[src/rtl/kgp_ctrl_pkg.sv]
// Shared encodings for the multi-cycle KGP-RISC control sequencer.
package kgp_ctrl_pkg;

  localparam int OPCODE_W = 6;

  localparam logic [OPCODE_W-1:0] OP_ALU_R = 6'h00;
  localparam logic [OPCODE_W-1:0] OP_ALU_I = 6'h01;
  localparam logic [OPCODE_W-1:0] OP_LW    = 6'h02;
  localparam logic [OPCODE_W-1:0] OP_SW    = 6'h03;
  localparam logic [OPCODE_W-1:0] OP_BR    = 6'h04;
  localparam logic [OPCODE_W-1:0] OP_BZ    = 6'h05;
  localparam logic [OPCODE_W-1:0] OP_BNZ   = 6'h06;
  localparam logic [OPCODE_W-1:0] OP_BCY   = 6'h07;
  localparam logic [OPCODE_W-1:0] OP_BNCY  = 6'h08;
  localparam logic [OPCODE_W-1:0] OP_CALL  = 6'h09;
  localparam logic [OPCODE_W-1:0] OP_RET   = 6'h0A;
  localparam logic [OPCODE_W-1:0] OP_HALT  = 6'h3F;

  typedef enum logic [2:0] {
    S_FETCH  = 3'd0,
    S_DECODE = 3'd1,
    S_EXEC   = 3'd2,
    S_MEM    = 3'd3,
    S_WB     = 3'd4,
    S_HALT   = 3'd5,
    S_FAULT  = 3'd6
  } state_t;

  localparam logic [1:0] PC_SRC_SEQ = 2'd0;  // PC+4
  localparam logic [1:0] PC_SRC_BR  = 2'd1;  // branch target
  localparam logic [1:0] PC_SRC_RS  = 2'd2;  // register rs

  localparam logic [1:0] WB_SEL_ALU  = 2'd0;
  localparam logic [1:0] WB_SEL_MEM  = 2'd1;
  localparam logic [1:0] WB_SEL_LINK = 2'd2;

  // One bundle of every control output, so the decoder can clear them in one go.
  typedef struct packed {
    logic       pc_write;
    logic [1:0] pc_src;
    logic       ir_write;
    logic       alu_en;
    logic       flag_write;
    logic       reg_write;
    logic       mem_req;
    logic       mem_we;
    logic       addr_sel;
    logic       alu_src_b;
    logic [1:0] wb_sel;
    logic       link_sel;
    logic       halted;
    logic       illegal_op;
    logic       mem_error;
  } ctrl_t;

  // HALT counts as legal: it is decoded, just not executed.
  function automatic logic is_legal(input logic [OPCODE_W-1:0] op);
    return (op <= OP_RET) || (op == OP_HALT);
  endfunction

  function automatic logic br_taken(input logic [OPCODE_W-1:0] op,
                                    input logic zf, input logic cf);
    case (op)
      OP_BR:   return 1'b1;
      OP_BZ:   return zf;
      OP_BNZ:  return !zf;
      OP_BCY:  return cf;
      OP_BNCY: return !cf;
      default: return 1'b0;
    endcase
  endfunction

endpackage

[src/rtl/multi_cycle_ctrl_wdog.sv]
// Memory-port watchdog: counts stalled request cycles, flags a timeout.
module ctrl_mem_watchdog #(
  parameter int MEM_TIMEOUT = 255
) (
  input  logic clk,
  input  logic reset,
  input  logic clear,
  input  logic waiting,
  output logic timeout
);

  localparam int CW = $clog2(MEM_TIMEOUT + 1);

  logic [CW-1:0] cnt;

  // Restart on every state change, count each stalled request cycle.
  always_ff @(posedge clk) begin
    if (reset || clear) cnt <= '0;
    else if (waiting)   cnt <= cnt + 1'b1;
  end

  // Fires on the stalled cycle that brings the count to MEM_TIMEOUT,
  // so the FSM lands in FAULT on that same edge.
  assign timeout = waiting && (cnt == CW'(MEM_TIMEOUT - 1));

endmodule

[src/rtl/multi_cycle_ctrl.sv]
// Multi-cycle KGP-RISC control sequencer: FETCH/DECODE/EXEC/MEM/WB
// with a shared memory port and a stall watchdog.
module multi_cycle_ctrl
  import kgp_ctrl_pkg::*;
#(
  parameter int OPW         = 6,
  parameter int MEM_TIMEOUT = 255
) (
  input  logic           clk,
  input  logic           reset,
  input  logic [OPW-1:0] instr_opcode,
  input  logic           zero_flag,
  input  logic           carry_flag,
  input  logic           mem_ready,
  output logic           pc_write,
  output logic [1:0]     pc_src,
  output logic           ir_write,
  output logic           alu_en,
  output logic           flag_write,
  output logic           reg_write,
  output logic           mem_req,
  output logic           mem_we,
  output logic           addr_sel,
  output logic           alu_src_b,
  output logic [1:0]     wb_sel,
  output logic           link_sel,
  output logic           halted,
  output logic           illegal_op,
  output logic           mem_error,
  output logic [2:0]     state
);

  state_t               state_q, state_d;
  ctrl_t                c;
  logic [OPCODE_W-1:0]  op;
  logic                 waiting, timeout, wd_clear;

  assign op = OPCODE_W'(instr_opcode);

  // State register.
  always_ff @(posedge clk) begin
    if (reset) state_q <= S_FETCH;
    else       state_q <= state_d;
  end

  // Next-state logic.
  always_comb begin
    state_d = state_q;
    case (state_q)
      S_FETCH: begin
        if (mem_ready)    state_d = S_DECODE;
        else if (timeout) state_d = S_FAULT;
      end
      S_DECODE: begin
        if (op == OP_HALT)     state_d = S_HALT;
        else if (!is_legal(op)) state_d = S_FETCH;
        else                   state_d = S_EXEC;
      end
      S_EXEC: begin
        case (op)
          OP_ALU_R, OP_ALU_I: state_d = S_WB;
          OP_LW, OP_SW:       state_d = S_MEM;
          default:            state_d = S_FETCH;
        endcase
      end
      S_MEM: begin
        if (mem_ready)    state_d = (op == OP_LW) ? S_WB : S_FETCH;
        else if (timeout) state_d = S_FAULT;
      end
      S_WB:    state_d = S_FETCH;
      S_HALT:  state_d = S_HALT;
      S_FAULT: state_d = S_FAULT;
      default: state_d = S_FETCH;
    endcase
  end

  // Output decode; everything is forced low while reset is held.
  always_comb begin
    c = '0;
    if (!reset) begin
      case (state_q)
        S_FETCH: begin
          c.mem_req  = 1'b1;
          c.addr_sel = 1'b0;
          if (mem_ready) begin
            c.ir_write = 1'b1;
            c.pc_write = 1'b1;
            c.pc_src   = PC_SRC_SEQ;
          end
        end
        S_DECODE: c.illegal_op = !is_legal(op);
        S_EXEC: begin
          case (op)
            OP_ALU_R, OP_ALU_I: begin
              c.alu_en     = 1'b1;
              c.flag_write = 1'b1;
              c.alu_src_b  = (op == OP_ALU_I);
            end
            OP_LW, OP_SW: begin
              c.alu_en    = 1'b1;
              c.alu_src_b = 1'b1;
            end
            OP_BR, OP_BZ, OP_BNZ, OP_BCY, OP_BNCY: begin
              if (br_taken(op, zero_flag, carry_flag)) begin
                c.pc_write = 1'b1;
                c.pc_src   = PC_SRC_BR;
              end
            end
            OP_CALL: begin
              c.pc_write  = 1'b1;
              c.pc_src    = PC_SRC_BR;
              c.reg_write = 1'b1;
              c.wb_sel    = WB_SEL_LINK;
              c.link_sel  = 1'b1;
            end
            OP_RET: begin
              c.pc_write = 1'b1;
              c.pc_src   = PC_SRC_RS;
            end
            default: ;
          endcase
        end
        S_MEM: begin
          c.mem_req  = 1'b1;
          c.addr_sel = 1'b1;
          c.mem_we   = (op == OP_SW);
        end
        S_WB: begin
          c.reg_write = 1'b1;
          c.wb_sel    = (op == OP_LW) ? WB_SEL_MEM : WB_SEL_ALU;
        end
        S_HALT:  c.halted    = 1'b1;
        S_FAULT: c.mem_error = 1'b1;
        default: ;
      endcase
    end
  end

  // Any state change restarts the stall count, so FETCH and MEM each start from zero.
  assign waiting  = c.mem_req && !mem_ready;
  assign wd_clear = (state_d != state_q);

  ctrl_mem_watchdog #(.MEM_TIMEOUT(MEM_TIMEOUT)) u_wdog (
    .clk     (clk),
    .reset   (reset),
    .clear   (wd_clear),
    .waiting (waiting),
    .timeout (timeout)
  );

  assign pc_write   = c.pc_write;
  assign pc_src     = c.pc_src;
  assign ir_write   = c.ir_write;
  assign alu_en     = c.alu_en;
  assign flag_write = c.flag_write;
  assign reg_write  = c.reg_write;
  assign mem_req    = c.mem_req;
  assign mem_we     = c.mem_we;
  assign addr_sel   = c.addr_sel;
  assign alu_src_b  = c.alu_src_b;
  assign wb_sel     = c.wb_sel;
  assign link_sel   = c.link_sel;
  assign halted     = c.halted;
  assign illegal_op = c.illegal_op;
  assign mem_error  = c.mem_error;
  assign state      = reset ? 3'd0 : state_q;

endmodule

[config.mk]
export PLATFORM = sky130hd
export DESIGN_NAME = multi_cycle_ctrl
export DESIGN_NICKNAME = d
export VERILOG_FILES = /design/src/rtl/kgp_ctrl_pkg.sv /design/src/rtl/multi_cycle_ctrl_wdog.sv /design/src/rtl/multi_cycle_ctrl.sv
export SDC_FILE = /design/constraint.sdc
export NUM_CORES = 1
export LEC_CHECK = 0
export CAP_MARGIN = 10
export CORE_UTILIZATION = 39
export DETAILED_ROUTE_END_ITERATION = 8
export PLACE_DENSITY_LB_ADDON = 0.2
export SYNTH_ARGS = -nofsm -noshare
export SYNTH_HDL_FRONTEND = slang
export SYNTH_SLANG_ARGS = --single-unit
[constraint.sdc]
create_clock -name clk -period 1.9 [get_ports clk]
set_clock_uncertainty 0.05 [all_clocks]
set_input_delay 0.475 -clock clk [delete_from_list [all_inputs] [get_ports clk]]
set_output_delay 0.475 -clock clk [all_outputs]
set_load 0.01 [all_outputs]
==> flow_summary.ini <==
[drt]
via_count = 1476
wl_um = 4920
firstDrtPassIters = 5
post_drt_wl_per_cell_um = 19.4
drc = 0
drt_iter0_markers = 73
vias_per_cell = 5.83
final_antenna_net_count = 0

[cts]
worstSkewPairLatency_ps = 280
cts_buffer_depth = 2
ctsHoldBuffers = 0
cts_buffers = 3
cts_root_buffer = clkbuf_4
cts.sinks = 11
clk_pin_slew_ps = 70
cts_tree = done
htreeDepth = 1

[place]
placed_area_mm2 = 0.00164
io_buffers = 30
gp_congestion = 0.951
hpwl_um = 2440

[timing]
rsz0062_at_grt = true
min_period_over_period_pct = 118
worst_pin_slew_ps = 404
slew_viol_final = 0
finalSetupViolations = 16
slew_headroom_pct = 72.8
finalCriticalPeriod_ps = 2250
hold_violations = 0
timing.final.ws_setup_ps = -345
fmax_mhz = 445

[synth]
ys_ff_latch = 11
synth_area_per_cell_um2 = 7.20
ys_async_sr_fraction_pct = 0
synth_xor_xnor_area_share_pct = 7.75
synthAdderAreaFrac_pct = 2.50
yosys.area_share.simple_pct = 42.6
ys_seq_area_share_pct = 22.0
synthMuxAreaShare_pct = 1.00
yosysUniqueCellTypes = 46
yosysWarnings = 0
syn_nets = 152
synth_top_family_by_area = simple AND/OR/NAND/NOR gates
syn-instance-count = 139
synthesis.area_mm2 = 0.00100
synth_compound_area_share_pct = 18.1
synthFlopType = dfxtp_1
synth-edff-count = 0

[critical_path]
crit_path_end_kind = output pin
critPathKind = in -> out
crit_arrival_ps = 1720
cp.required_ps = 1370
cp-start-kind = input port
cp_max_fo = 7

[final_layout]
layout_commonest_cell = buf_4
antennaDiodeCount = 0
syn_to_final_growth_pct = 104
fin_area_mm2 = 0.00204
drive_gt1_share_pct = 60.4
nets = 239
final_cell_mix = 48 x buf_4, 18 x nor2_1, 14 x buf_6

[floorplan]
fp.dieW_um = 52.7
coreArea_mm2 = 0.00232
die_h_um = 52.7
fp-row-count = 17
floorplan.initialDensity_pct = 43.2
pin_count = 31
fp.dieArea_mm2 = 0.00277

[power_and_ir_drop]
finalPower_w = 0.000693
power_leakage_nw = 0.905
peakVddDrop_uv = 553
powerDensity_mw_per_mm2 = 340

[status]
violations = setup timing
status = finished, violations left

[global_routing]
grt_antenna_before_repair = 0
grt_max_degree = 14
overflow = 0
grt_pass1_wl_um = 5780
first_global_vias = 1263
grt_usage_pct = 29.1

[flow_run]
drv_cap = 0

[worst_hold_path]
hold_path_class = in -> reg
[registers in the layout, indices dropped and copies added (netlist names)]
register / count
u_wdog.cnt: 8
state_q: 3
[area by class of cell]
cell class,count,area (um2)
tap,28,35.0
inverter,7,28.8
sequential,11,229
fill,108,280
clock buffer,4,26.3
timing repair buffer,88,741
multi-input combinational,115,978
[path summary, 6_finish.rpt]
kind / start / to / slack [ps] / cells past startpoint
setup / recovery: instr_opcode[3] / wb_sel[0] / -350 / 6
hold / removal: reset / state_q[2]$_SDFF_PP0_ / 440 / 2
setup reg to reg: state_q[2]$_SDFF_PP0_ / u_wdog.cnt[5]$_SDFFE_PP0P_ / -140 / 8
hold reg to reg: u_wdog.cnt[1]$_SDFFE_PP0P_ / u_wdog.cnt[1]$_SDFFE_PP0P_ / 540 / 2
[critical path, stage by stage]
cell and delay (ps):
buf_12 110, buf_4 130, or4_4 600, nor2_4 140, and2_1 140, buf_2 130
[report_power, final]
part	switching (W)	total [W]	internal, W
registers	0.00000594	0.000239	0.000234
logic	0.000141	0.000287	0.000146
clock network	0.0000851	0.000167	0.0000815
total	0.000232	0.000693	0.000461
[synthesized netlist by cell type (all sizes together), types with 3 or more instances]
cell     n  share of area (%)
nor3     6                4.1
a31oi    3                2.5
nor2b    4                2.5
nand3    5                2.5
o21ai    3                1.5
a21oi    4                2.0
nand2b   6                3.8
nor4     3                1.9
nor2    29                 11
or2      5                3.1
xor2     6                6.0
buf      5                3.0
nand2   10                4.0
nand4    4                2.5
dfxtp   11                 22
inv      7                2.6
[through the flow]
step | instances | hold slack [ps] | TNS, ps | utilization [%] | worst slack (ps)
floorplan | 139 | 429 | -141 | - | -61.1
global placement | 229 | 447 | -22100 | 70.6 | -989
detailed placement | 229 | 465 | -23530 | 70.6 | -1050
CTS | 244 | 382 | -913 | 79.4 | -284
global route | 253 | 428 | -3230 | 87.9 | -372
finish | 253 | 441 | -2500 | 87.9 | -345
[layer usage]
layer / track usage [%] / up-vias / routed length (um)
met5: 0 / - / 0
met4: 12.3 / 0 / 290
met3: 6.67 / 32 / 385
met2: 49.2 / 106 / 2420
met1: 34.6 / 677 / 1820
li1: - / 661 / -
[kinds of logic (layout without fill, tap and decap cells)]
group | after synthesis | after routing
AND/OR/NAND/NOR | 82 | 82
AO/OA/AOI/OAI | 22 | 22
buffers and inverters | 13 | 99
flip-flops | 11 | 11
XOR/XNOR | 8 | 8
adder cells (fa/ha/maj) | 2 | 2
multiplexers | 1 | 1
[what timing repair did]
action	CTS	global route
endpoints found under the setup margin	31	24
pin swaps	27	21
resized for setup	150	40
setup buffers	12	11
hold endpoints to repair	0	0
(Power assumes the default switching activity.)
